[config.mk]
export PLATFORM = sky130hd
export DESIGN_NAME = inst_queue
export DESIGN_NICKNAME = d
export VERILOG_FILES = /design/src/rtl/inst_queue.sv
export SDC_FILE = /design/constraint.sdc
export NUM_CORES = 1
export LEC_CHECK = 0
export ABC_AREA = 1
export BUFFER_PORTS_ARGS = -buffer_cell sky130_fd_sc_hd__buf_2
export CAP_MARGIN = 20
export CORE_AREA = 8 8 352 354
export CTS_BUF_LIST = sky130_fd_sc_hd__clkbuf_4
export DETAILED_ROUTE_END_ITERATION = 8
export DIE_AREA = 0 0 360 362
export GPL_TIMING_DRIVEN = 0
export PLACE_DENSITY = 0.51
export SLEW_MARGIN = 20
export SYNTH_ARGS = -nofsm -noshare
export SYNTH_HDL_FRONTEND = slang
export SYNTH_SLANG_ARGS = --single-unit
[constraint.sdc]
create_clock -name clk_in -period 9.63 [get_ports clk_in]
set_input_delay 0.963 -clock clk_in [delete_from_list [all_inputs] [get_ports clk_in]]
set_output_delay 0.963 -clock clk_in [all_outputs]
set_load 0.05 [all_outputs]
[src/rtl/inst_queue.sv]
// Instruction queue: sequential fetch FSM feeding a PC-tagged FIFO that the decoder drains.
// Optional feature macro: IQ_JAL_PREDICT_EN (static jal target prediction on push).
module inst_queue #(
    parameter int          DEPTH_LOG = 4,
    parameter logic [31:0] RST_PC    = 32'h0000_0000
) (
    input  logic        clk_in,
    input  logic        rst_in,
    input  logic        rdy_in,
    input  logic        clear,
    input  logic [31:0] clear_pc,
    output logic        fetch_req,
    output logic [31:0] fetch_pc,
    input  logic        fetch_done,
    input  logic [31:0] fetch_inst,
    input  logic        Get_Inst,
    output logic        en_out,
    output logic [31:0] Inst_out,
    output logic [31:0] pc_out,
    output logic        IQ_isempty,
    output logic        IQ_isfull
);

    localparam int DEPTH = 1 << DEPTH_LOG;
    localparam int CNT_W = DEPTH_LOG + 1;
    localparam logic [DEPTH_LOG-1:0] PTR_ONE = 1;
    localparam logic [CNT_W-1:0]     CNT_ONE = 1;

    typedef enum logic [1:0] {
        ST_IDLE    = 2'd0,
        ST_WAIT    = 2'd1,
        ST_DISCARD = 2'd2
    } state_t;

    logic [63:0]          mem_r [DEPTH];
    logic [DEPTH_LOG-1:0] head_r;
    logic [DEPTH_LOG-1:0] tail_r;
    logic [CNT_W-1:0]     count_r;
    state_t               state_r;
    state_t               state_nxt_s;
    logic                 req_nxt_s;
    logic [31:0]          pc_nxt_s;
    logic [31:0]          pc_step_s;
    logic                 push_s;
    logic                 pop_s;

    assign IQ_isempty = (count_r == {CNT_W{1'b0}});
    assign IQ_isfull  = (count_r == CNT_W'(DEPTH));
    assign pop_s      = rdy_in && Get_Inst && !IQ_isempty && !clear;

    // PC advance after a push: +4, or the jal target when prediction is built in
    always_comb begin
        pc_step_s = 32'd4;
`ifdef IQ_JAL_PREDICT_EN
        if (fetch_inst[6:0] == 7'b1101111) begin
            pc_step_s = {{11{fetch_inst[31]}}, fetch_inst[31], fetch_inst[19:12],
                         fetch_inst[20], fetch_inst[30:21], 1'b0};
        end else begin
            pc_step_s = 32'd4;
        end
`endif
    end

    // Fetch FSM next-state; clear overrides everything and drops any same-cycle response
    always_comb begin
        state_nxt_s = state_r;
        req_nxt_s   = fetch_req;
        pc_nxt_s    = fetch_pc;
        push_s      = 1'b0;
        if (clear) begin
            pc_nxt_s  = clear_pc;
            req_nxt_s = 1'b0;
            case (state_r)
                ST_WAIT:    state_nxt_s = fetch_done ? ST_IDLE : ST_DISCARD;
                ST_DISCARD: state_nxt_s = fetch_done ? ST_IDLE : ST_DISCARD;
                default:    state_nxt_s = ST_IDLE;
            endcase
        end else begin
            case (state_r)
                ST_IDLE: begin
                    if (rdy_in && !IQ_isfull) begin
                        req_nxt_s   = 1'b1;
                        state_nxt_s = ST_WAIT;
                    end else begin
                        state_nxt_s = ST_IDLE;
                    end
                end
                ST_WAIT: begin
                    if (fetch_done) begin
                        push_s      = 1'b1;
                        pc_nxt_s    = fetch_pc + pc_step_s;
                        req_nxt_s   = 1'b0;
                        state_nxt_s = ST_IDLE;
                    end else begin
                        state_nxt_s = ST_WAIT;
                    end
                end
                ST_DISCARD: begin
                    if (fetch_done) begin
                        state_nxt_s = ST_IDLE;
                    end else begin
                        state_nxt_s = ST_DISCARD;
                    end
                end
                default: begin
                    req_nxt_s   = 1'b0;
                    state_nxt_s = ST_IDLE;
                end
            endcase
        end
    end

    // Fetch FSM state, request and PC registers
    always_ff @(posedge clk_in or posedge rst_in) begin
        if (rst_in) begin
            state_r   <= ST_IDLE;
            fetch_req <= 1'b0;
            fetch_pc  <= RST_PC;
        end else begin
            state_r   <= state_nxt_s;
            fetch_req <= req_nxt_s;
            fetch_pc  <= pc_nxt_s;
        end
    end

    // FIFO pointers and occupancy
    always_ff @(posedge clk_in or posedge rst_in) begin
        if (rst_in) begin
            head_r  <= {DEPTH_LOG{1'b0}};
            tail_r  <= {DEPTH_LOG{1'b0}};
            count_r <= {CNT_W{1'b0}};
        end else if (clear) begin
            head_r  <= {DEPTH_LOG{1'b0}};
            tail_r  <= {DEPTH_LOG{1'b0}};
            count_r <= {CNT_W{1'b0}};
        end else begin
            if (push_s) tail_r <= tail_r + PTR_ONE;
            if (pop_s)  head_r <= head_r + PTR_ONE;
            case ({push_s, pop_s})
                2'b10:   count_r <= count_r + CNT_ONE;
                2'b01:   count_r <= count_r - CNT_ONE;
                default: count_r <= count_r;
            endcase
        end
    end

    // Entry storage; contents need no reset since occupancy gates every read
    always_ff @(posedge clk_in) begin
        if (push_s) mem_r[tail_r] <= {fetch_pc, fetch_inst};
    end

    // Registered pop port toward the decoder
    always_ff @(posedge clk_in or posedge rst_in) begin
        if (rst_in) begin
            en_out   <= 1'b0;
            Inst_out <= 32'h0000_0000;
            pc_out   <= 32'h0000_0000;
        end else begin
            en_out <= pop_s;
            if (pop_s) {pc_out, Inst_out} <= mem_r[head_r];
        end
    end

endmodule

; ---- After elaboration in Yosys (flattened, before gate mapping)
; Memory sizes are Yosys's and may differ from the RTL's. A register that Yosys moved wholly into a read port is not among the register bits.
; Index checks and enable logic that the tools add are counted.
[totals]
regBits = 49
mem_bits_rw = 1024
out_inout_bits = 100
word_cells = 62
memories = 1
[classes]
addsub = 5
eq_ne = 8
n_mux = 24
reduce_logical = 17
[mem_list]
columns = memory, depth, word_bits, rd, rd_clocked_by_memory_dff, write_ports, line_no
row1 = mem_r, 16, 64, 1, 1, 1, 35  ; logic [63:0] mem_r [DEPTH];
[op_table]
columns = operator, count
row1 = $mux 32, 3
row2 = $add 32x3->32 const B, 1
row3 = $mux 4, 4
row4 = $mux 1, 10
row5 = $pmux 5 s2, 1
row6 = $add 4x1->4 const B, 2
row7 = $reduce_bool 2->1, 4
row8 = $mux 2, 3
row9 = $ne 3x3->1 const B, 2
row10 = $pmux 2 s3, 1
row11 = $add 5x1->5 const B, 1
row12 = $eq 5x5->1 const B, 1
row13 = $logic_not 5->1, 1
row14 = $mux 5, 1
row15 = $sub 5x1->5 const B, 1
row16 = $eq 2x1->1 const B, 2
row17 = $eq 2x2->1 const B, 2
row18 = $logic_and 1x1->1, 4
row19 = $logic_not 1->1, 3
row20 = $pmux 1 s3, 1
row21 = $reduce_and 3->1, 1
row22 = $reduce_bool 3->1, 1
row23 = $logic_not 2->1, 1
row24 = $ne 2x2->1 const B, 1
row25 = other kinds (2), 2

; ---- Logic depth before layout (Yosys ltp)
[logic_depth]
depth_word = 7
ltp_mapped = 16

; ---- Worst setup path after synthesis
; Ideal clock, no wire load.
[synth_path]
path_kind = input to register
startpoint = in clear
endpoint = mem mem_r[4][0] (enable)
setup_ps = 565
t_arrival_ps = 5910
path_slack_ps = 3155
path_stages = 5
path_buffers = 2
path_cell_list = buf_2 -> nor2_1 -> inv_1 -> buf_2 -> nor3_1
[synth_between]
elab_chain_cells = 3
[synth_lines]
columns = element, line_no
row1 = "start, declared", 10  ; input logic clear,
row2 = $mux 1, 70  ; if (clear) begin
row3 = $mux 1, 149  ; if (push_s) mem_r[tail_r] <= {fetch_pc, fetch_inst};
row4 = $mux 1 (not written as such), 149
row5 = "end, declared", 35
; Every way passes these cells.

; ---- Final worst setup path
[layout_path]
startpoint = reg fetch_pc[31]
endpoint = out fetch_pc[31]
[layout_rtl]
columns = element, line_no
row1 = "start, declared", 13  ; output logic [31:0] fetch_pc,
row2 = "start signal, assigned", 122  ; fetch_pc <= pc_nxt_s;
; No word-level cell between the ends.

==> impl_metrics.yaml <==
sta:
  finalCriticalPeriod_ns: 3.62
  maxSlewHeadroom: 0.286
  period_share: 0.376
  report.final.slew_viol_count: 0
  holdWs_ns: 0.156
  fmax_mhz: 276
  fin_ws_ns: 6.01
  rsz0062_at_grt: "false"
  worstMarginPinSlew_ns: 1.07
  tns_ns: 0
  hold_viol: 0
  setup_viol: 0
  clock_skew_ns: 0.0875
global_routing:
  grt_max_degree: 62
  grt_pass1_vias: 33500
  grtUsageTotal: 0.229
  antenna_found_initial: 10
  grt_pass1_wl_mm: 222
  grt_overflow_total: 0
placement:
  dp_hpwl_mm: 104
  dp_slack_ns: 5.79
  place_inst: 6007
  placed_area_um2: 51200
  place_congestion: 0.790
  io_buffers: 169
logic_synthesis:
  syn_area_per_cell_um2: 11.3
  ys_ff_latch: 1137
  synth-edff-count: 1024
  synthTopCellsByCount: "nand2_1, edfxtp_1, nand3_1, dfrtp_1, buf_2"
  synth_flop_cell: "edfxtp_1"
  syn_inst: 4142
  syn-cell-area_um2: 46900
  synth_top_area_frac: 0.656
  seq_area_frac_synth: 0.716
  synth.area.top_cells: "edfxtp_1, nand2_1, nand3_1"
  synth_top_cell_by_area: "edfxtp_1"
  syn_nets: 4226
  async_flop_share: 0.0994
  synth.distinct_cells: 37
  yosysMostFrequentCell: "nand2_1"
  synth_warnings: 0
min_path:
  hp-start: "clear"
  hold_class: "primary input to register"
worst_setup_path:
  path_class: "register to output port"
  start_kind: "register"
  crit_buf_inv: 1
  worstPathRequired_ns: 8.67
  crit_chain: "buf_2"
  slowest_delay_ns: 1.02
  cp-startpoint: "fetch_pc[31]"
  crit_slowest_cell: "dfrtp_1"
  endpoint_kind: "output port"
  arrival_ns: 2.66
  rr_startpoint: "state_r[1]"
  crit_family: "flip-flops"
  cp_max_fo: 20
power:
  comb_power_share: 0.203
  internal_power_uw: 8650
  switchingPower_uw: 4090
  peakVddDrop_mv: 0.147
  leakage_uw: 0.0222
  power_density_nw_per_um2: 230
  swShare: 0.321
  clockPowerShare: 0.341
  seqPwrFrac: 0.456
final_layout:
  layout-drive-gt1-share: 0.209
  multi_input_area_um2: 11600
  register_area_um2: 33600
  design_area_um2: 55500
  final_nets: 4902
  area_growth_pct: 18.4
  finalNonFillerCells: 6584
  fillCellCount: 11100
detailed_routing:
  drc: 0
  drt_iter0_markers: 2868
  ant_nets: 0
  vias_per_cell: 5.13
  wire_per_inst_um: 23.1
  vias: 33800
  wl_mm: 152
  drt_pass1_iterations: 5
clock_tree:
  tritoncts: "done"
  clock_latency_ns: 1.20
  clkSinkCount: 1137
  cts_made_buffers: 322
  clk_path_buf_depth: 4
  cts.htree.levels: 5
  cts_resized: 0
  clk_pin_slew_ns: 0.07
  cts_hold_buf: 35
  cts_root_buf: "clkbuf_4"
  cts_setup_buffers: 0
die:
  die_h_um: 362
  dieArea_um2: 130000
  coreArea_um2: 119000
  fp-row-count: 127
  start_util: 0.395
  die_w_um: 360
  ios: 170
run_status:
  outcome: "finished clean"
flow_run:
  max_cap_violations: 0
==> metal layers <==
layer | track usage | routed length (µm)
met2 | 0.370 | 70700
met1 | 0.315 | 67800
met4 | 0.0732 | 3800
met5 | 0 | 0
met3 | 0.0427 | 9710
==> cell usage in the layout (no fill, tap or decap), types with 2 or more instances in the layout <==
| master | instances |
|---|---|
| nand3_1 | 807 |
| nor2_2 | 3 |
| or2_2 | 2 |
| inv_2 | 7 |
| nand2_1 | 1743 |
| nor3_1 | 2 |
| buf_1 | 15 |
| buf_4 | 154 |
| dfrtp_1 | 113 |
| dlygate4sd3_1 | 35 |
| xor2_1 | 8 |
| inv_1 | 57 |
| o211ai_1 | 8 |
| clkbuf_4 | 497 |
| nor2_1 | 54 |
| buf_6 | 64 |
| clkbuf_2 | 4 |
| edfxtp_1 | 1024 |
| nor2_4 | 6 |
| ha_1 | 13 |
| a21oi_1 | 9 |
| clkbuf_1 | 25 |
| buf_16 | 9 |
| nand3_2 | 3 |
| diode_2 | 2 |
| bufinv_16 | 2 |
| buf_2 | 274 |
| clkinv_1 | 32 |
| o21ai_0 | 23 |
| clkinv_2 | 5 |
| buf_12 | 8 |
| inv_8 | 2 |
| nor3_2 | 12 |
==> state kept, by name, indices dropped and copies added (netlist names) <==
signal	flops
mem_r	1024
Inst_out	32
fetch_pc	32
pc_out	32
count_r	5
head_r	4
tail_r	4
state_r	2
en_out	1
fetch_req	1
==> layout make-up <==
type | instances | area share
diodes | 2 | 0.0000902
plain buffers | 237 | 0.0279
clock buffers | 497 | 0.0672
clock inverters | 43 | 0.00397
inverters | 62 | 0.00446
multi-input cells | 2706 | 0.209
flip-flops and latches | 1137 | 0.605
well taps | 1548 | 0.0349
repair buffers | 352 | 0.0476
==> cell families (layout without fill, tap and decap cells) <==
group                    after synthesis  in the layout  share of synthesized area
buffers and inverters                299           1191                     0.0380
other                                  0              2                          0
XOR/XNOR                               9              9                    0.00168
AO/OA/AOI/OAI                         47             47                    0.00587
flip-flops                          1137           1137                      0.716
AND/OR/NAND/NOR                     2636           2636                      0.234
adder cells (fa/ha/maj)               14             14                    0.00390
==> per-stage QoR <==
step                 util  total power [µW]
finish              0.468             12700
global route        0.468             13400
CTS                 0.468             12900
detailed placement  0.431              8500
global placement    0.418              8470
floorplan               -              7550
==> power groups by stage <==
stage | combinational [µW] | sequential [µW] | clock [µW]
floorplan | 1240 | 6310 | 0
global placement | 2560 | 5910 | 0
detailed placement | 2590 | 5910 | 0
CTS | 2610 | 5810 | 4450
global route | 2820 | 5830 | 4720
finish | 2590 | 5810 | 4350
==> worst paths after layout <==
kind	end	slack, ns	cells after the start
worst max register to register	mem_r[0][17]	6.21	11
worst min-delay path	fetch_pc[10]	0.16	4
min in group asynchronous	tail_r[1]	0.30	3
worst max-delay path	fetch_pc[31]	6.01	1
max in group asynchronous	Inst_out[17]	8.45	4
worst min register to register	Inst_out[30]	0.47	2
Power figures use the tool's default switching activity.
